[config.mk]
export PLATFORM = sky130hd
export DESIGN_NAME = pulse_period_monitor
export DESIGN_NICKNAME = d
export VERILOG_FILES = /design/src/rtl/pulse_period_monitor_pkg.sv /design/src/rtl/pulse_period_monitor_rise_edge_detector.sv /design/src/rtl/pulse_period_monitor.sv
export SDC_FILE = /design/constraint.sdc
export NUM_CORES = 1
export LEC_CHECK = 0
export CORE_UTILIZATION = 49
export CTS_CLUSTER_SIZE = 25
export DETAILED_ROUTE_END_ITERATION = 8
export PLACE_DENSITY = 0.75
export SYNTH_ARGS = -nofsm -noshare
export SYNTH_HDL_FRONTEND = slang
export SYNTH_SLANG_ARGS = --single-unit
[constraint.sdc]
create_clock -name clk -period 2 [get_ports clk]
set_clock_uncertainty 0.1 [all_clocks]
set_input_delay 0.5 -clock clk [delete_from_list [all_inputs] [get_ports clk]]
set_output_delay 0.5 -clock clk [all_outputs]
set_load 0.02 [all_outputs]
[src/rtl/pulse_period_monitor_pkg.sv]
// Shared definitions for the pulse period monitor: state encoding,
// default widths and a small state-decoding helper.
package pulse_period_monitor_pkg;

    // Default parameter values
    localparam int CNT_W_DEF   = 16;
    localparam int PCNT_W_DEF  = 8;
    localparam int TIMEOUT_DEF = 1000;

    // Monitor FSM state encoding
    localparam logic [1:0] ST_IDLE       = 2'd0;
    localparam logic [1:0] ST_WAIT_FIRST = 2'd1;
    localparam logic [1:0] ST_MEASURE    = 2'd2;
    localparam logic [1:0] ST_LOST       = 2'd3;

    // The monitor counts as busy while it is looking for or timing edges.
    function automatic logic is_busy(input logic [1:0] st);
        return (st == ST_WAIT_FIRST) || (st == ST_MEASURE);
    endfunction

endpackage

[src/rtl/pulse_period_monitor_rise_edge_detector.sv]
// Single-clock rising-edge detector. The delayed copy of d updates every
// cycle so a level held high produces exactly one rise.
module rise_edge_detector (
    input  logic clk,
    input  logic reset,
    input  logic d,
    output logic rise
);

    logic pulse_q;

    // Register the previous input sample
    always_ff @(posedge clk or posedge reset) begin
        if (reset) begin
            pulse_q <= 1'b0;
        end else begin
            pulse_q <= d;
        end
    end

    // Rise is high in the cycle the input goes from 0 to 1
    always_comb begin
        rise = d & ~pulse_q;
    end

endmodule

[src/rtl/pulse_period_monitor.sv]
// Measures the edge-to-edge period of a pulse stream, counts pulses with
// saturation and flags loss of the pulse train after TIMEOUT silent cycles.
// Priority of controls: reset > enable low > clear > rise > timeout check.
module pulse_period_monitor
    import pulse_period_monitor_pkg::*;
#(
    parameter int CNT_W   = CNT_W_DEF,
    parameter int PCNT_W  = PCNT_W_DEF,
    parameter int TIMEOUT = TIMEOUT_DEF
) (
    input  logic              clk,
    input  logic              reset,
    input  logic              enable,
    input  logic              clear,
    input  logic              pulse_in,
    output logic [CNT_W-1:0]  period,
    output logic              period_valid,
    output logic [PCNT_W-1:0] pulse_count,
    output logic              timeout,
    output logic              busy
);

    logic              rise;
    logic [1:0]        state_q, state_d;
    logic [CNT_W-1:0]  period_q, period_d;
    logic              period_valid_q, period_valid_d;
    logic [PCNT_W-1:0] pcnt_q, pcnt_d;
    logic              timeout_q, timeout_d;
    logic [CNT_W-1:0]  gap_q, gap_d;
    logic [PCNT_W-1:0] pcnt_inc;

    rise_edge_detector u_edge (
        .clk   (clk),
        .reset (reset),
        .d     (pulse_in),
        .rise  (rise)
    );

    // Saturating increment of the pulse counter
    always_comb begin
        pcnt_inc = (pcnt_q == {PCNT_W{1'b1}}) ? pcnt_q : pcnt_q + PCNT_W'(1);
    end

    // Next-state and counter update logic
    always_comb begin
        state_d        = state_q;
        period_d       = period_q;
        period_valid_d = 1'b0;
        pcnt_d         = pcnt_q;
        timeout_d      = timeout_q;
        gap_d          = gap_q;

        if (!enable) begin
            // Outputs hold; a clear still zeroes them while parked in IDLE.
            state_d = ST_IDLE;
            if (clear) begin
                period_d  = '0;
                pcnt_d    = '0;
                timeout_d = 1'b0;
                gap_d     = '0;
            end
        end else if (clear) begin
            // A rise coinciding with clear is dropped.
            state_d   = ST_WAIT_FIRST;
            period_d  = '0;
            pcnt_d    = '0;
            timeout_d = 1'b0;
            gap_d     = '0;
        end else begin
            case (state_q)
                ST_IDLE: begin
                    state_d = ST_WAIT_FIRST;
                end
                ST_WAIT_FIRST: begin
                    if (rise) begin
                        state_d = ST_MEASURE;
                        gap_d   = CNT_W'(1);
                        pcnt_d  = pcnt_inc;
                    end
                end
                ST_MEASURE: begin
                    if (rise) begin
                        period_d       = gap_q;
                        period_valid_d = 1'b1;
                        gap_d          = CNT_W'(1);
                        pcnt_d         = pcnt_inc;
                    end else if (gap_q == CNT_W'(TIMEOUT)) begin
                        state_d   = ST_LOST;
                        timeout_d = 1'b1;
                    end else begin
                        gap_d = gap_q + CNT_W'(1);
                    end
                end
                default: begin
                    // ST_LOST: the first edge back restarts timing without a period
                    if (rise) begin
                        state_d   = ST_MEASURE;
                        timeout_d = 1'b0;
                        gap_d     = CNT_W'(1);
                        pcnt_d    = pcnt_inc;
                    end
                end
            endcase
        end
    end

    // State and output registers
    always_ff @(posedge clk or posedge reset) begin
        if (reset) begin
            state_q        <= ST_IDLE;
            period_q       <= '0;
            period_valid_q <= 1'b0;
            pcnt_q         <= '0;
            timeout_q      <= 1'b0;
            gap_q          <= '0;
        end else begin
            state_q        <= state_d;
            period_q       <= period_d;
            period_valid_q <= period_valid_d;
            pcnt_q         <= pcnt_d;
            timeout_q      <= timeout_d;
            gap_q          <= gap_d;
        end
    end

    // Output mapping
    always_comb begin
        period       = period_q;
        period_valid = period_valid_q;
        pulse_count  = pcnt_q;
        timeout      = timeout_q;
        busy         = is_busy(state_q);
    end

endmodule

==> Yosys cells after proc, flatten, opt, wreduce, memory -nomap -nowiden <==
Cells that the tools add are included.
{ "classes": {"bitwise_logic": 2, "n_reduce_logical": 12, "eq_ne": 13, "muxes": 34, "add_sub_neg": 2} }
{ "op_table": {"columns": ["op", "n"], "rows": [
  ["$mux W16", 10],
  ["$mux W8", 6],
  ["$pmux W16 S2", 1],
  ["$add A16 B1 Y16 const B", 1],
  ["$eq A16 B10 Y1 const B", 1],
  ["$mux W1", 10],
  ["$mux W2", 5],
  ["$ne A3 B3 Y1 const B", 3],
  ["$add A8 B1 Y8 const B", 1],
  ["$eq A8 B8 Y1 const B", 1],
  ["$ne A4 B4 Y1 const B", 2],
  ["$reduce_and A4 Y1", 2],
  ["$reduce_and A3 Y1", 2],
  ["$reduce_bool A2 Y1", 3],
  ["$ne A5 B1 Y1 const B", 1],
  ["$reduce_and A5 Y1", 1],
  ["$ne A2 B2 Y1 const B", 2],
  ["$pmux W2 S2", 1],
  ["$reduce_bool A3 Y1", 1],
  ["$eq A2 B1 Y1 const B", 1],
  ["$eq A2 B2 Y1 const B", 1],
  ["$logic_not A2 Y1", 1],
  ["$ne A2 B1 Y1 const B", 1],
  ["$pmux W1 S2", 1],
  ["other kinds (4)", 4]
]} }
{ "totals": {"register_bits": 45, "in_bits": 5, "output_inout_bits": 27, "wordCells": 70} }

==> Logic depth before layout (Yosys ltp) <==
Gate-level depths: netlist (run 1).
{ "logic_depth": {"word_depth": 6, "mapped_depth": 8} }

==> Cells and area by module <==
From an unflattened synthesis (run 1), not the netlist that was laid out.
{ "unflattened": {"hier_cells": 238, "area_unflattened_um2": 2407.3} }
{ "by_module_without_submodules": {"columns": ["module", "instances", "cells_per_inst", "area_each_um2", "seq_area_each_um2"], "rows": [
  ["pulse_period_monitor", 1, 235, 2364.8, 1101.1],
  ["rise_edge_detector", 1, 3, 42.5, 25.0]
]} }

==> Worst setup path before layout (run 1) <==
OpenSTA, ideal clock, no wires.
{ "synth_path": {"path_kind": "register -> register", "from": "register state_q[0]", "to": "register gap_q[0]", "path_stages_with_launch": 7, "arrival_ps": 1720, "path_slack_ps": 55, "t_required_ps": 1775, "period_less_slack_ps": 1945, "cell_sequence": "dfrtp_1 -> inv_1 -> ha_1 -> nor4bb_1 -> nor2_1 -> o21ai_4 -> mux2_2"} }
{ "synth_between": {"elab_chain_len": 4, "word_cells_on_any_way": 8} }
{ "synth_rtl": {"columns": ["element", "line_no", "source"], "rows": [
  ["start, declared", "pulse_period_monitor.sv:24", "logic [1:0] state_q, state_d;"],
  ["start signal, assigned", "pulse_period_monitor.sv:117", "state_q <= state_d;"],
  ["$eq A2 B2 Y1 or $logic_not A2 Y1 (tied branches)", "pulse_period_monitor.sv:70", "case (state_q)"],
  ["$pmux W16 S2", "pulse_period_monitor.sv:70", null],
  ["$mux W16", "pulse_period_monitor.sv:62", "end else if (clear) begin"],
  ["$mux W16", "pulse_period_monitor.sv:53", "if (!enable) begin"],
  ["end signal, assigned", "pulse_period_monitor.sv:122", "gap_q <= gap_d;"],
  ["end, declared", "pulse_period_monitor.sv:29", "logic [CNT_W-1:0] gap_q, gap_d;"]
]} }
Several ways; a longest one is shown, not always the timed one.
A chain may end at the register's enable or synchronous reset.

==> Final worst setup path (run 1) <==
{ "layout_path": {"from": "register pcnt_q[1] (netlist: pulse_count[1])", "to": "output port pulse_count[1]"} }
{ "layout_lines": {"columns": ["element", "line_no", "source"], "rows": [
  ["start, declared", "pulse_period_monitor.sv:27", "logic [PCNT_W-1:0] pcnt_q, pcnt_d;"],
  ["start signal, assigned", "pulse_period_monitor.sv:120", "pcnt_q <= pcnt_d;"],
  ["end, declared", "pulse_period_monitor.sv:18", "output logic [PCNT_W-1:0] pulse_count,"]
]} }
No word-level cell between the ends.

==> results of run 1 <==
[layout make-up]
class	count	area (sq um)
Timing Repair Buffer	63	597
Clock buffer	5	68.8
Fill cell	383	1590
Inverter	13	48.8
Sequential cell	45	1130
Tap cell	67	83.8
Multi-Input combinational cell	162	1220
Clock inverter	3	21.3
[cells in the final DEF (no fill, tap or decap), drive strengths merged, types with 2 or more instances in the layout]
cell type,instances
a21oi,6
a22o,16
a31oi,18
a41oi,2
and2b,2
and4,6
buf,32
clkbuf,5
clkdlybuf4s50,23
clkinv,2
dfrtp,45
dlygate4sd2,3
dlymetal6s2s,5
ha,7
inv,13
mux2,2
nand2,12
nand2b,6
nand3,8
nand3b,3
nand4,5
nand4b,2
nor2,9
nor3,9
nor3b,2
nor4,5
o211ai,4
o21ai,9
o31ai,3
or3,2
or4,4
xnor2,4
[layer usage]
metal	GRT usage, %	vias to the layer above	routed length (microns)
met4	6.97	0	82
met2	34.8	72	2460
li1	-	1003	-
met5	0	-	0
met1	31.5	1005	2600
met3	4.17	14	248
[logic make-up after synthesis]
| kind of cell | after synthesis | synth area share [%] |
|---|---|---|
| buffers and inverters | 22 | 4.39 |
| xor gates and xnor gates | 4 | 1.44 |
| DFF | 45 | 46.4 |
| AOI/OAI and AO/OA | 66 | 20.6 |
| and+or+nand+nor | 82 | 22.2 |
| muxes | 3 | 1.34 |
| adders and majority gates | 7 | 3.61 |
[state kept, by name (all words and copies together), names as in the netlist]
signal / flops
u_edge.pulse_q: 1
gap_q: 16
timeout: 1
period_valid: 1
pulse_count: 8
state_q: 2
period: 16
[final timing paths]
check | to | cells past startpoint
min reg2reg | period[4] | 1
min | u_edge.pulse_q | 1
min in group asynchronous | state_q[0] | 2
max reg2reg | gap_q[9] | 8
max in group asynchronous | gap_q[9] | 3
max | pulse_count[1] | 1
[through the flow]
step	instance area (sq um)	hold slack, ns	setup TNS (ns)
after floorplan	2420	0.366	0
after global placement	3040	0.387	-5.71
after detailed placement	3040	0.393	-6.88
after CTS	3130	0.364	0
after global routing	3160	0.322	0
final	3160	0.293	0
[where the power goes]
part	internal, mW	switching (mW)	total (mW)
registers	0.919	0.00848	0.927
logic	0.114	0.131	0.245
clock network	0.248	0.337	0.585
total	1.28	0.476	1.76
==> flow_summary_export.csv, run 1 <==
group,metric,value,unit
logic_synthesis,yosys.cell_types.count,56,
routing,vias,2094,
setup_path,cpMaxStageDelayCell,"clkdlybuf4s50_1",
timing,maxSlewViolCount,0,
floorplanning,io_pins,32,
logic_synthesis,synth_seq_area_share,46.4,%
grt,grt.total_usage,22.3,%
logic_synthesis,syn_nets,241,
floorplanning,die_area,0.00523,sq mm
cts,tritoncts,"built",
cts,cts_setup_buffers,0,
routing,firstDrtPassIters,4,
placement,gp_congestion,0.864,
setup_path,worstPathCellList,"clkdlybuf4s50_1",
grt,grt_overflow_total,0,
floorplanning,design.core.area,0.00475,sq mm
logic_synthesis,yosysTopAreaCellShare,46.4,%
timing,setup_ws,0.0330,ns
cts,clock_sinks,45,
timing,period_share,98.3,%
finish,drive_above_1_share,21.0,%
floorplanning,start_util,51.0,%
logic_synthesis,synth-seq-cells,45,
job,max_cap_violations,0,
logic_synthesis,netlist_instances,229,
setup_path,critical_path.top_delay_family,"buffers and inverters",
timing,rsz0062_at_grt,"false",
cts,htree_levels,2,
setup_path,cp_max_fo,4,
routing,first_iter_violations,150,
setup_path,r2r-start,"state_q[0]",
finish,fin_cells,358,
setup_path,crit_path_start_kind,"flip-flop",
logic_synthesis,synth_common_cells,"dfrtp_1, a31oi_1, a22o_1, inv_1, nand2_1",
logic_synthesis,yosysTopAreaCell,"dfrtp_1",
placement,placed_cells,350,
floorplanning,die_y,72.3,microns
finish,final_util,66.5,%
timing,worstMarginPinSlew,0.536,ns
setup_path,end_kind,"output port",
worst_hold_path,worstHoldStart,"pulse_in",
power_and_ir_drop,ir_drop,290,uV
routing,drc,0,
logic_synthesis,synth_most_common_cell,"dfrtp_1",
finish,nNetsFinal,302,
floorplanning,die_width,72.3,microns
timing,final_hold_viol_count,0,
cts,cts_buffers,5,
grt,grt_max_degree,22,
logic_synthesis,synth.area.top_cells,"dfrtp_1, a22o_1, a31oi_1, ha_1, inv_1",
setup_path,critPathBufInv,1,
power_and_ir_drop,power.total,1.76,mW
power_and_ir_drop,power_leakage,1.38,nW
grt,grt_pass1_wl,8960,microns
cts,postCtsHoldBufs,0,
setup_path,crit_type,"reg2out",
setup_path,crit_required,1.40,ns
logic_synthesis,synth-edff-count,0,
logic_synthesis,yosysWarnings,0,
power_and_ir_drop,powerDensity,555,mW/mm^2
routing,ant_nets,0,
setup_path,regToRegSetupSlack,0.14,ns
cts,clkSlewWorstSetupHoldPaths,0.09,ns
cts,cts-root-buf,"clkbuf_8",
placement,dp_slack,-0.268,ns
finish,antenna_cells,0,
placement,numPortBuffers,31,
setup_path,startpoint,"pulse_count[1]",
routing,wirelength,5400,microns
timing,max_freq,508,MHz
cts,cts_resized,3,
grt,antenna_found_initial,0,
grt,grt_pass1_vias,1863,
routing,wl_per_cell,15.1,microns
cts,clock_latency,0.32,ns
finish,area_growth,30.4,%
logic_synthesis,syn_avg_cell_area,10.6,sq um
logic_synthesis,synthFlopType,"dfrtp_1",
logic_synthesis,async_flop_share,100,%
timing,min_period,1.97,ns
timing,setup_viol,0,
logic_synthesis,synth_area,0.00242,sq mm
routing,viasPerCell,5.85,
setup_path,slowest_delay,0.63,ns
run_status,status,"complete, no violations",
timing,relSlewSlack,64.2,%
cts,clockBufferDepth,2,
setup_path,crit_arrival,1.37,ns
placement,hpwlAfterDp,3940,microns
worst_hold_path,hp-class,"in2reg",
floorplanning,rows,25,
No activity file was read; power rests on OpenSTA's default activity.
==> inputs of run 2 (changes only) <==
Settings changed: CTS_BUF_LIST set to sky130_fd_sc_hd__clkbuf_16, HOLD_SLACK_MARGIN set to 0.08.
==> run 2 against run 1 <==
- power is 14% higher
- sequential cell count unchanged
- utilization increased by 1.7 points
- register-to-register slack got worse by 0.04 ns
- critical endpoint is now pulse_count[6]
- design area rose by 2.6%
- critical path depth stayed put
- first-iteration DRC count up 19%
- fmax increased by 0.84%
- global-route usage increased by 0.42 points
- via count increased by 0.57%
==> flow_summary_export.csv, run 2 (synthesis gave the netlist of run 1 again) <==
group,metric,value,unit
run_status,status,"complete, no violations",
routing,viasPerCell,5.85,
grt,grt_overflow_total,0,
finish,antenna_cells,0,
floorplanning,die_area,0.00523,sq mm
setup_path,cp_max_fo,6,
setup_path,crit_path_start_kind,"flip-flop",
routing,ant_nets,0,
floorplanning,start_util,51.0,%
timing,setup_ws,0.0494,ns
setup_path,slowest_delay,0.64,ns
finish,area_growth,33.8,%
grt,grt_max_degree,22,
routing,drc,0,
routing,wirelength,5510,microns
timing,period_share,97.5,%
finish,nNetsFinal,304,
routing,wl_per_cell,15.3,microns
setup_path,critical_path.top_delay_family,"buffers and inverters",
power_and_ir_drop,powerDensity,616,mW/mm^2
grt,grt_pass1_wl,9100,microns
floorplanning,design.core.area,0.00475,sq mm
timing,min_period,1.95,ns
cts,postCtsHoldBufs,0,
placement,hpwlAfterDp,3940,microns
setup_path,critPathBufInv,1,
finish,final_util,68.2,%
placement,placed_cells,350,
routing,vias,2106,
timing,setup_viol,0,
setup_path,crit_type,"reg2out",
finish,fin_cells,360,
cts,cts-root-buf,"clkbuf_16",
cts,clkSlewWorstSetupHoldPaths,0.07,ns
finish,final_common_cell,"dfrtp_1",
placement,gp_congestion,0.864,
cts,clockBufferDepth,2,
setup_path,cpMaxStageDelayCell,"clkdlybuf4s50_1",
routing,first_iter_violations,178,
setup_path,end_kind,"output port",
finish,drive_above_1_share,21.2,%
setup_path,crit_required,1.40,ns
cts,htree_levels,2,
timing,relSlewSlack,63.6,%
placement,dp_slack,-0.268,ns
setup_path,crit_arrival,1.35,ns
grt,grt.total_usage,22.7,%
timing,setup_tns,0,ns
power_and_ir_drop,power_leakage,1.39,nW
timing,max_freq,513,MHz
grt,grt_pass1_vias,1843,
timing,worstMarginPinSlew,0.545,ns
timing,maxSlewViolCount,0,
cts,clock_sinks,45,
cts,clock_latency,0.29,ns
cts,cts_buffers,5,
placement,numPortBuffers,31,
power_and_ir_drop,ir_drop,383,uV
timing,final_hold_viol_count,0,
floorplanning,die_y,72.3,microns
floorplanning,rows,25,
setup_path,worstPathCellList,"clkdlybuf4s50_1",
floorplanning,io_pins,32,
job,max_cap_violations,0,
worst_hold_path,hp-class,"in2reg",
cts,tritoncts,"built",
grt,antenna_found_initial,0,
power_and_ir_drop,power.total,2.00,mW
floorplanning,die_width,72.3,microns
routing,firstDrtPassIters,5,
finish,layout_common_cells,"dfrtp_1, buf_4, clkdlybuf4s50_1",
## run 2: cell count changes in the layout (fill, tap and decap cells not counted), sizes merged
cell | previous run | this run
buf | 32 | 34
dlygate4sd2 | 3 | 1
dlymetal6s2s | 5 | 4
clkdlybuf4s50 | 23 | 26
## run 2: final timing paths
check,startpoint,end,slack (ns),cells after the start
min,pulse_in,u_edge.pulse_q,0.33,1
max reg2reg,gap_q[1],state_q[1],0.10,6
min reg2reg,period[4],period[4],0.40,1
min in group asynchronous,reset,state_q[0],0.38,2
max,pulse_count[6],pulse_count[6],0.05,1
max in group asynchronous,reset,gap_q[6],1.00,3
## run 2: power by group
| group | internal, mW | total (mW) | switching, mW |
|---|---|---|---|
| clock | 0.465 | 0.817 | 0.352 |
| sequential | 0.920 | 0.929 | 0.00879 |
| combinational | 0.119 | 0.253 | 0.133 |
| total | 1.50 | 2.00 | 0.495 |
## run 2: layout make-up
class                           instances  area (sq um)
Inverter                               13          48.8
Tap cell                               67          83.8
Clock inverter                          3          21.3
Sequential cell                        45          1130
Clock buffer                            5           125
Multi-Input combinational cell        162          1210
Timing Repair Buffer                   65           628
Fill cell                             367          1510
## run 2: per-stage QoR
stage | area, sq um | hold slack [ns]
6_report | 3240 | 0.330
5_1_grt | 3240 | 0.352
4_1_cts | 3180 | 0.397
3_5_place_dp | 3040 | 0.393
3_3_place_gp | 3040 | 0.387
2_1_floorplan | 2420 | 0.366
## run 2: layer usage
layer | track usage (%) | up-vias | routed length [microns]
li1 | - | 1004 | -
met4 | 6.54 | 0 | 71
met3 | 5.00 | 6 | 253
met1 | 32.4 | 1029 | 2620
met5 | 0 | - | 0
met2 | 34.8 | 67 | 2570
## run 2: repair_timing
action / in CTS / in global routing
setup buffers: 0 / 2
setup endpoints to repair: 1 / 15
resized for setup: 1 / 8
==> inputs of run 3 (changes only) <==
Settings changed: CORE_UTILIZATION 49 to 57, DONT_BUFFER_PORTS set to 1.
==> run 3 against run 2 <==
- setup slack better by 0.046 ns
- utilization up 0.055 points
- global-route usage is 5.4 points higher
- worst hold slack worse by 0.19 ns
- final cell count is 18% lower
- largest power group unchanged
==> flow_summary_export.csv, run 3 (synthesis gave the netlist of run 1 again) <==
group,metric,value,unit
placement,numPortBuffers,0,
grt,antenna_found_initial,0,
finish,fin_cells,297,
power_and_ir_drop,switching_share,24.5,%
job,max_cap_violations,0,
power_and_ir_drop,ir_drop,480,uV
power_and_ir_drop,powerDensity,703,mW/mm^2
finish,final_util,68.3,%
timing,rsz0062_at_grt,"true",
setup_path,crit_path_start_kind,"flip-flop",
timing,setup_viol,0,
setup_path,r2r-start,"state_q[0]",
routing,vias,2006,
placement,placed_cells,288,
floorplanning,rows,23,
floorplanning,design.core.area,0.00403,sq mm
floorplanning,io_pins,32,
routing,wl_per_cell,19.4,microns
setup_path,end_kind,"flip-flop",
timing,period_share,95.2,%
cts,clkSlewWorstSetupHoldPaths,0.06,ns
timing,max_freq,525,MHz
finish,fill_cells,307,
cts,tritoncts,"built",
timing,relSlewSlack,61.2,%
grt,grt_pass1_wl,9430,microns
cts,clockBufferDepth,2,
finish,register_area,0.00113,sq mm
setup_path,crit_type,"reg2reg",
power_and_ir_drop,power_leakage,1.14,nW
power_and_ir_drop,pwr-share-comb,10.7,%
finish,layout_common_cells,"dfrtp_1, a31oi_1, buf_4",
finish,nNetsFinal,258,
power_and_ir_drop,power.switching,0.475,mW
cts,cts-root-buf,"clkbuf_16",
finish,area_growth,13.5,%
finish,final_common_cell,"dfrtp_1",
finish,multi_input_area,0.00122,sq mm
floorplanning,start_util,60.2,%
routing,drc,0,
timing,final_hold_viol_count,0,
routing,first_iter_violations,172,
setup_path,cp_max_fo,13,
cts,htree_levels,2,
power_and_ir_drop,p_int,1.46,mW
timing,min_period,1.90,ns
timing,worstMarginPinSlew,0.581,ns
routing,wirelength,5770,microns
cts,clock_latency,0.28,ns
power_and_ir_drop,power.total,1.93,mW
placement,hpwlAfterDp,3940,microns
cts,clock_sinks,45,
cts,cts_buffers,5,
routing,viasPerCell,6.75,
floorplanning,die_area,0.00452,sq mm
grt,grt_pass1_vias,1998,
timing,setup_ws,0.0954,ns
grt,grt_max_degree,46,
finish,antenna_cells,0,
placement,gp_congestion,0.872,
power_and_ir_drop,p_clk_share,41.3,%
floorplanning,die_y,67.2,microns
power_and_ir_drop,power_frac_seq,48.0,%
floorplanning,die_width,67.2,microns
grt,grt_overflow_total,0,
finish,drive_above_1_share,19.0,%
grt,grt.total_usage,28.1,%
setup_path,crit_required,2.09,ns
timing,timing.hold.ws,0.138,ns
setup_path,crit_arrival,1.99,ns
routing,ant_nets,0,
timing,maxSlewViolCount,0,
placement,dp_slack,-0.00522,ns
setup_path,startpoint,"state_q[0]",
run_status,status,"complete, no violations",
worst_hold_path,hp-class,"in2async",
routing,firstDrtPassIters,5,
## run 3: worst max-delay path: stages (launching register included)
cell     delay, ns
dfrtp_1       0.39
inv_1         0.14
ha_1          0.22
inv_1         0.16
nor4_4        0.29
buf_6         0.19
a31oi_1       0.11
a31oi_1       0.21
## run 3: worst paths after layout
kind / endpoint / slack [ns] / cells after the start
max in group asynchronous: state_q[0] / 1.28 / 2
max reg2reg: gap_q[10] / 0.1 / 7
min: pulse_count[3] / 0.14 / 2
max: gap_q[10] / 0.1 / 7
min reg2reg: gap_q[8] / 0.47 / 1
min in group clk: u_edge.pulse_q / 0.14 / 0
## run 3: what timing repair did
action	4_1_cts	5_1_grt
gates cloned	0	0
endpoints found under the setup margin	1	11
buffers inserted	0	1
pin swaps	0	2
hold buffers	0	0
resized for setup	1	6
## run 3: final cells by class
| class | count | area share, % |
|---|---|---|
| Timing Repair Buffer | 19 | 5.32 |
| Sequential cell | 45 | 40.9 |
| Clock buffer | 5 | 4.55 |
| Multi-Input combinational cell | 162 | 44.5 |
| Tap cell | 50 | 2.27 |
| Clock inverter | 3 | 0.637 |
| Inverter | 13 | 1.77 |
## run 3: stage by stage
step / cell area, sq um / TNS (ns)
global placement: 2560 / 0
detailed placement: 2560 / -0.00522
floorplan: 2420 / 0
global route: 2750 / -0.00338
finish: 2750 / 0
CTS: 2710 / 0
## run 3: power groups by stage
stage                     clock network (mW)  registers, mW  logic [mW]
final                                  0.799          0.928       0.208
after global routing                   0.848          0.928       0.225
after CTS                              0.805          0.927       0.197
after detailed placement                   0          0.944       0.194
after global placement                     0          0.942       0.185
after floorplan                            0          0.949       0.136
## run 3: metal layers
metal	GRT usage (%)	part of all wire [%]	vias up
met5	0	0	-
li1	-	-	911
met2	47.9	53	80
met4	13.6	3.0	0
met3	6.59	4.8	16
met1	33.1	39	999
